$ cat config.mk
export PLATFORM = sky130hd
export DESIGN_NAME = sparc_ifu_wayalloc
export DESIGN_NICKNAME = d
export VERILOG_FILES = /design/src/rtl/sparc_ifu_wayalloc.sv
export SDC_FILE = /design/constraint.sdc
export NUM_CORES = 1
export LEC_CHECK = 0
export BUFFER_PORTS_ARGS = -buffer_cell sky130_fd_sc_hd__buf_2
export CORE_UTILIZATION = 45
export CTS_CLUSTER_DIAMETER = 100
export DETAILED_ROUTE_END_ITERATION = 10
export PLACE_DENSITY_LB_ADDON = 0.05
export SYNTH_ARGS = -nofsm -noshare
export SYNTH_HDL_FRONTEND = slang
export SYNTH_SLANG_ARGS = --single-unit
$ cat constraint.sdc
create_clock -name clk -period 7.63 [get_ports clk]
set_clock_uncertainty 0.1 [all_clocks]
set_input_delay 0 -clock clk [delete_from_list [all_inputs] [get_ports clk]]
set_output_delay 0 -clock clk [all_outputs]
set_load 0.01 [all_outputs]
$ cat src/rtl/sparc_ifu_wayalloc.sv
// Icache fill-way allocator: picks an invalid way first, else an LFSR-chosen way
// steered around ways other threads already have pending for the same set.
module sparc_ifu_wayalloc #(
    parameter int IDX_W = 7
) (
    input  logic             clk,
    input  logic             reset,
    input  logic [1:0]       lfsr_out,
    output logic             lfsr_advance,
    input  logic             req_vld,
    input  logic [1:0]       req_tid,
    input  logic [IDX_W-1:0] req_set,
    input  logic [3:0]       req_way_vld,
    output logic             req_rdy,
    output logic             alloc_vld,
    output logic [1:0]       alloc_tid,
    output logic [1:0]       alloc_way,
    input  logic             fill_done,
    input  logic [1:0]       fill_tid,
    output logic [3:0]       pend_vld
);

    typedef enum logic [1:0] {IDLE, PICK, ALLOC} state_t;

    state_t           r_state;
    logic [3:0]       r_vld;
    logic [IDX_W-1:0] r_set [4];
    logic [1:0]       r_way [4];
    logic [1:0]       r_tid;
    logic [IDX_W-1:0] r_reqSet;
    logic [3:0]       r_wayVld;
    logic             r_allocVld;
    logic [1:0]       r_allocTid;
    logic [1:0]       r_allocWay;

    logic [3:0] w_liveVld;
    logic [3:0] w_blk;
    logic [3:0] w_inv;
    logic [7:0] w_blk2;
    logic [3:0] w_rotBlk;
    logic [1:0] w_rotIdx;
    logic [1:0] w_pickWay;
    logic       w_useLfsr;

    function automatic logic [1:0] lowestSet(input logic [3:0] v);
        if (v[0])      return 2'd0;
        else if (v[1]) return 2'd1;
        else if (v[2]) return 2'd2;
        else           return 2'd3;
    endfunction

    // A fill completing this cycle no longer blocks its way.
    assign w_liveVld = r_vld & ~(fill_done ? (4'b0001 << fill_tid) : 4'b0000);

    always_comb begin
        w_blk = 4'b0000;
        for (int t = 0; t < 4; t++) begin
            if ((2'(t) != r_tid) && w_liveVld[t] && (r_set[t] == r_reqSet))
                w_blk[r_way[t]] = 1'b1;
        end
    end

    assign w_inv     = ~r_wayVld & ~w_blk;
    assign w_useLfsr = (w_inv == 4'b0000);

    // Rotate the blocked mask so bit k corresponds to way lfsr_out+k.
    assign w_blk2    = {w_blk, w_blk};
    assign w_rotBlk  = w_blk2[lfsr_out +: 4];
    assign w_rotIdx  = lowestSet(~w_rotBlk);
    assign w_pickWay = w_useLfsr ? (lfsr_out + w_rotIdx) : lowestSet(w_inv);

    assign lfsr_advance = ~reset & (r_state == PICK) & w_useLfsr;
    assign req_rdy      = ~reset & (r_state == IDLE) & ~r_vld[req_tid];
    assign alloc_vld    = r_allocVld;
    assign alloc_tid    = r_allocTid;
    assign alloc_way    = r_allocWay;
    assign pend_vld     = r_vld;

    // The PICK write follows the fill clear so it wins on a same-tid collision.
    always_ff @(posedge clk) begin
        if (reset) begin
            r_state    <= IDLE;
            r_vld      <= 4'b0000;
            r_tid      <= 2'd0;
            r_reqSet   <= '0;
            r_wayVld   <= 4'b0000;
            r_allocVld <= 1'b0;
            r_allocTid <= 2'd0;
            r_allocWay <= 2'd0;
            for (int t = 0; t < 4; t++) begin
                r_set[t] <= '0;
                r_way[t] <= 2'd0;
            end
        end else begin
            r_allocVld <= 1'b0;
            if (fill_done)
                r_vld[fill_tid] <= 1'b0;
            case (r_state)
                IDLE: begin
                    if (req_vld && req_rdy) begin
                        r_tid    <= req_tid;
                        r_reqSet <= req_set;
                        r_wayVld <= req_way_vld;
                        r_state  <= PICK;
                    end
                end
                PICK: begin
                    r_vld[r_tid] <= 1'b1;
                    r_set[r_tid] <= r_reqSet;
                    r_way[r_tid] <= w_pickWay;
                    r_allocVld   <= 1'b1;
                    r_allocTid   <= r_tid;
                    r_allocWay   <= w_pickWay;
                    r_state      <= ALLOC;
                end
                ALLOC:   r_state <= IDLE;
                default: r_state <= IDLE;
            endcase
        end
    end

endmodule

==> run_results.csv, run 1 <==
group,metric,value,unit
run_status,status,"complete, no violations",
detailed_routing,routedWlPerCell,17.2,microns
power_and_ir_drop,power_density,188,nW/um^2
detailed_routing,drtAntennaViolNets,0,
critical_path,worstSetupPathType,"flop to flop",
detailed_routing,vias,2490,
finish,seq_area,1560,sq um
detailed_routing,firstDrtPassIters,4,
sta,rsz0062_at_grt,"no",
die,ios,32,
sta,hold_viol_final,0,
power_and_ir_drop,clock_power_share,39.0,%
finish,area_delta_synth_final,16.1,%
clocking,cts_buffers,9,
critical_path,arrival,3.69,ns
grt,grt_util_all_layers,22.4,%
synthesis,async_reset_ff_share,0,%
clocking,cts_tree,"done",
place,portBuffers,31,
clocking,clk_latency,0.34,ns
die,core_area,7290,sq um
sta,setup_viol,0,
power_and_ir_drop,seqPwrFrac,49.8,%
power_and_ir_drop,p_int,0.545,mW
clocking,clkSinkCount,60,
grt,overflow,0,
die,die-area,7940,sq um
power_and_ir_drop,total_power,0.744,mW
die,die_h,89.1,microns
synthesis,synth_area,3420,sq um
sta,final.setup.tns,0,ns
synthesis,synthDistinctLibCells,60,
synthesis,synth_area_leader_cell,"edfxtp_1",
synthesis,synthTopCellsByCount,"edfxtp_1, nor2_1, dfxtp_1",
critical_path,cp.required,7.60,ns
place,place_congestion,0.895,
synthesis,ys_top_cells_by_area,"edfxtp_1, dfxtp_1, xor2_1, mux2i_1, and3_1",
job,drv_cap,0,
synthesis,synth-edff-count,36,
place,hpwlAfterDp,5690,microns
synthesis,dominantRegCellSynth,"edfxtp_1",
clocking,cts_root_buf,"clkbuf_8",
critical_path,cp-end-kind,"flop",
detailed_routing,drc,0,
sta,hold_ws,0.00749,ns
grt,grt_pass1_wl,12700,microns
critical_path,start_kind,"flop",
power_and_ir_drop,p_comb_share,11.2,%
hold_path,hold_path.class,"input port to flop",
sta,period_share,48.7,%
grt,grt_pass1_vias,2318,
detailed_routing,viasPerCell,5.40,
sta,worst_pin_slew,0.998,ns
sta,drv_slew,0,
finish,layout-drive-gt1-share,21.0,%
detailed_routing,wl,7950,microns
die,initial_core_util,46.8,%
grt,antenna_found_initial,0,
die,rows,31,
synthesis,ys_warn_count,0,
synthesis,syn_area_per_cell,10.8,sq um
finish,fillers,689,
sta,relSlewSlack,33.5,%
synthesis,yosysMostFrequentCell,"edfxtp_1",
sta,min_period,3.72,ns
synthesis,synth_top_cell_area_share,31.6,%
synthesis,syn_inst,315,
power_and_ir_drop,switching_share,26.7,%
power_and_ir_drop,leakage,1.61,nW
sta,clock.fmax,0.269,GHz
finish,multi_input_area,1690,sq um
critical_path,crit_fanout,10,
power_and_ir_drop,switching_power,0.199,mW
grt,grt_max_degree,34,
synthesis,ys_ff_latch,60,
clocking,clk_pin_slew,0.07,ns
synthesis,syn_nets,337,
power_and_ir_drop,ir_drop,0.000128,V
synthesis,synth_seq_area_share,45.7,%
clocking,cts_setup_buffers,0,
clocking,clock_path_buffers,2,
finish,antennaDiodeCount,0,
detailed_routing,drt_iter0_drc,159,
clocking,ctsHtreeMaxLevel,3,
die,fp.dieW,89.1,microns
finish,layout.nets,379,
## kinds of logic after synthesis
group / synth area share [%]
buf+inv: 4.83
fa+ha+maj: 0.366
simple gates: 28.8
flops: 45.7
compound gates: 6.19
mux: 6.23
xor+xnor: 7.88
## repair_timing
item	in CTS	in global routing
hold buffers	22	0
endpoints found under the hold margin	13	0
gates resized for setup	0	0
endpoints found under the setup margin	0	0
## power groups by stage
stage	registers, mW	clock network [mW]	logic (mW)
finish	0.371	0.290	0.0830
CTS	0.371	0.295	0.0836
global route	0.373	0.311	0.0915
detailed placement	0.378	0	0.0750
global placement	0.378	0	0.0747
floorplan	0.369	0	0.0640
## state kept, by name, indices dropped and copies added (netlist names)
register   flops
r_state        2
alloc_vld      1
r_tid          2
r_reqSet       7
alloc_tid      2
r_way          8
pend_vld       4
r_wayVld       4
alloc_way      2
r_set         28
## per-layer routing
layer | global-route usage (%) | share of wire, % | vias to the layer above
li1 | - | - | 1234
met1 | 32.5 | 49 | 1182
met2 | 33.4 | 44 | 64
met3 | 5.08 | 5.7 | 10
met4 | 6.78 | 1.4 | 0
met5 | 0 | 0 | -
## cell type report
cell class	instances	share of cell area, %
clock buffer	9	3.12
sequential	60	39.4
inverter	4	0.379
tap	99	3.12
multi-input combinational	229	42.6
timing repair buffer	53	9.47
clock inverter	7	1.92
## cells in the final DEF (no fill, tap or decap), types with 3 or more instances in the layout
cell type and count:
a21oi_1 3, a32oi_2 3, and2_1 11, and3_1 22, and4_1 3, buf_2 31
clkbuf_8 9, dfxtp_1 24, dlygate4sd3_1 22, edfxtp_1 36, inv_1 4, mux2i_1 15
nand2_1 20, nand2b_1 7, nand3_1 8, nand4_1 14, nor2_1 29, nor2b_1 10
nor4_1 4, nor4_2 4, o21ai_0 3, xnor2_1 8, xor2_1 19
## worst max-delay path, stage by stage, from the launching register on
cell and delay, ns:
dfxtp_1 0.41, nor2_1 0.61, nor4_1 0.16, nand2_1 0.22, nor4_1 0.08, a311oi_1 0.42, nor3_1 0.10, a311oi_1 0.24
o21ai_0 0.11, ha_1 0.20, xnor2_1 0.13, nand2b_1 0.15, mux2i_2 0.42, nor3b_2 0.10
## metrics by stage
| step | util, % | area (sq um) | cells | setup slack (ns) |
|---|---|---|---|---|
| floorplan | - | 3420 | 315 | 4.65 |
| detailed placement | 48.6 | 3540 | 423 | 3.99 |
| global placement | 48.6 | 3540 | 423 | 4.02 |
| global route | 54.4 | 3970 | 461 | 3.57 |
| CTS | 54.4 | 3970 | 461 | 3.95 |
| finish | 54.4 | 3970 | 461 | 3.91 |
## final timing paths
kind,start,to,slack [ns],cells after the start
worst min-delay path,reset,alloc_tid[0],0.007,2
worst max register to register,r_tid[0],r_way[1][1],3.91,13
worst max-delay path,r_tid[0],r_way[1][1],3.91,13
worst min register to register,alloc_way[0],alloc_way[0],0.34,2
Power figures use the tool's default switching activity.
==> inputs of run 2 (changes only) <==
==> constraint.sdc (replaced) <==
create_clock -name clk -period 3.8 [get_ports clk]
set_clock_uncertainty 0.1 [all_clocks]
set_input_delay 0 -clock clk [delete_from_list [all_inputs] [get_ports clk]]
set_output_delay 0 -clock clk [all_outputs]
set_load 0.01 [all_outputs]
==> run 2 against run 1 <==
Cell count down 0.43%; sequential power up 100%; clock-buffer cell count up 1; register-to-register slack worse by 3.6 ns; wire length up 2.1%; fmax up 7.4%; die area unchanged; critical path depth unchanged; power up 92%; clock power up 78%; setup slack worse by 3.6 ns; critical endpoint unchanged; highest routed layer unchanged.
==> run_results.csv, run 2 (synthesized netlist as in run 1, its figures left out) <==
group,metric,value,unit
place,dpl_worst_slack,0.218,ns
hold_path,hold_path.class,"input port to flop",
run_status,status,"complete, no violations",
detailed_routing,routedWlPerCell,17.7,microns
grt,grt_pass1_wl,12600,microns
sta,setup_viol,0,
finish,regMostFlops,"r_set",
sta,period_share,91.1,%
grt,grt_util_all_layers,22.4,%
clocking,clock_path_buffers,2,
die,die-area,7940,sq um
grt,grtUsageMet3,4.62,%
power_and_ir_drop,switching_power,0.391,mW
power_and_ir_drop,power_density,366,nW/um^2
finish,layout-drive-gt1-share,23.9,%
clocking,cts_tree,"done",
critical_path,cp-end-kind,"flop",
place,dp_cells,430,
power_and_ir_drop,total_power,1.43,mW
detailed_routing,drt_iter0_drc,144,
die,rows,31,
finish,fillers,707,
sta,clock.fmax,0.289,GHz
grt,overflow,0,
detailed_routing,wl,8120,microns
grt,antenna_found_initial,0,
detailed_routing,viasPerCell,5.35,
detailed_routing,firstDrtPassIters,4,
sta,setup_ws,0.338,ns
sta,min_period,3.46,ns
finish,seq_area,1570,sq um
sta,final.setup.tns,0,ns
finish,area_delta_synth_final,14.5,%
finish,largest_reg_flops,28,
power_and_ir_drop,p_int,1.04,mW
clocking,cts_setup_buffers,0,
sta,hold_viol_final,0,
grt,busiest_layer,"met2",
detailed_routing,drc,0,
clocking,clk_pin_slew,0.07,ns
place,place_congestion,0.898,
detailed_routing,drtAntennaViolNets,0,
critical_path,worstSetupPathType,"flop to flop",
sta,rsz0062_at_grt,"no",
critical_path,crit_fanout,9,
finish,final_cell_mix,"edfxtp_1, buf_2, nor2_1",
power_and_ir_drop,leakage,1.58,nW
finish,layout.nets,377,
clocking,clkSinkCount,60,
critical_path,cp.required,3.77,ns
critical_path,arrival,3.43,ns
grt,grt_max_degree,28,
critical_path,start_kind,"flop",
clocking,clk_latency,0.34,ns
clocking,cts_buffers,9,
finish,multi_input_area,1690,sq um
detailed_routing,vias,2455,
die,fp.dieW,89.1,microns
finish,reg_top3,"r_set x28, r_way x8, r_reqSet x7",
grt,grt_pass1_vias,2334,
finish,antennaDiodeCount,0,
die,ios,32,
die,initial_core_util,46.8,%
finish,stdcell_count,459,
power_and_ir_drop,seqPwrFrac,52.0,%
sta,drv_slew,0,
place,hpwlAfterDp,6080,microns
finish,mostFrequentLayoutCell,"edfxtp_1",
power_and_ir_drop,ir_drop,0.000325,V
clocking,ctsHtreeMaxLevel,3,
power_and_ir_drop,clock_power_share,36.0,%
power_and_ir_drop,p_comb_share,12.0,%
sta,relSlewSlack,41.9,%
clocking,cts_root_buf,"clkbuf_8",
sta,worst_pin_slew,0.871,ns
place,portBuffers,31,
grt,met2_usage,33.8,%
die,core_area,7290,sq um
grt,met1_usage,32.0,%
power_and_ir_drop,switching_share,27.3,%
die,die_h,89.1,microns
job,drv_cap,0,
[run 2: power by group through the flow]
stage / clock network [mW] / logic, mW / registers [mW]
2_1_floorplan: 0 / 0.128 / 0.741
3_3_place_gp: 0 / 0.162 / 0.758
3_5_place_dp: 0 / 0.162 / 0.759
4_1_cts: 0.525 / 0.173 / 0.744
5_1_grt: 0.545 / 0.188 / 0.748
6_report: 0.515 / 0.171 / 0.744
[run 2: what timing repair did]
| action | CTS | global route |
|---|---|---|
| hold buffers | 13 | 0 |
| resized for setup | 0 | 4 |
| endpoints found under the setup margin | 0 | 8 |
| hold endpoints to repair | 13 | 0 |
[run 2: final timing paths]
check | endpoint | slack [ns] | from | cells past startpoint
worst max register to register | r_way[1][1] | 0.34 | r_reqSet[2] | 13
worst min-delay path | r_reqSet[1] | 0.002 | reset | 2
worst max-delay path | r_way[1][1] | 0.34 | r_reqSet[2] | 13
worst min register to register | alloc_way[0] | 0.34 | alloc_way[0] | 2
[run 2: final cells by class]
cell class | instances | area share, %
Clock buffer | 10 | 3.52
Clock inverter | 6 | 1.02
Inverter | 4 | 0.384
Multi-Input combinational cell | 229 | 43.3
Sequential cell | 60 | 40.0
Tap cell | 99 | 3.17
Timing Repair Buffer | 51 | 8.63
[run 2: metal layers]
layer / vias to the layer above / share of wire [%]
met5: - / 0
met4: 0 / 1.1
met3: 8 / 6.1
met2: 71 / 44
met1: 1149 / 48
li1: 1227 / -
[run 2: worst max-delay path, cell delays in order, from the launching register on]
cell	delay [ns]
dfxtp_1	0.54
xor2_1	0.17
nor4_1	0.40
nand2_1	0.20
nor4_1	0.33
a311oi_1	0.14
nand3_1	0.13
o311a_1	0.16
o21ai_0	0.09
ha_1	0.20
xnor2_1	0.13
nand2b_1	0.15
mux2i_2	0.36
nor3b_2	0.09
[run 2: stage by stage]
stage	area (sq um)	utilization (%)	hold WS [ns]
final	3910	53.7	0.00232
after detailed placement	3600	49.3	0.141
after floorplan	3420	-	0.0469
after global routing	3910	53.7	0.0282
after global placement	3600	49.3	0.133
after CTS	3910	53.6	0.00439
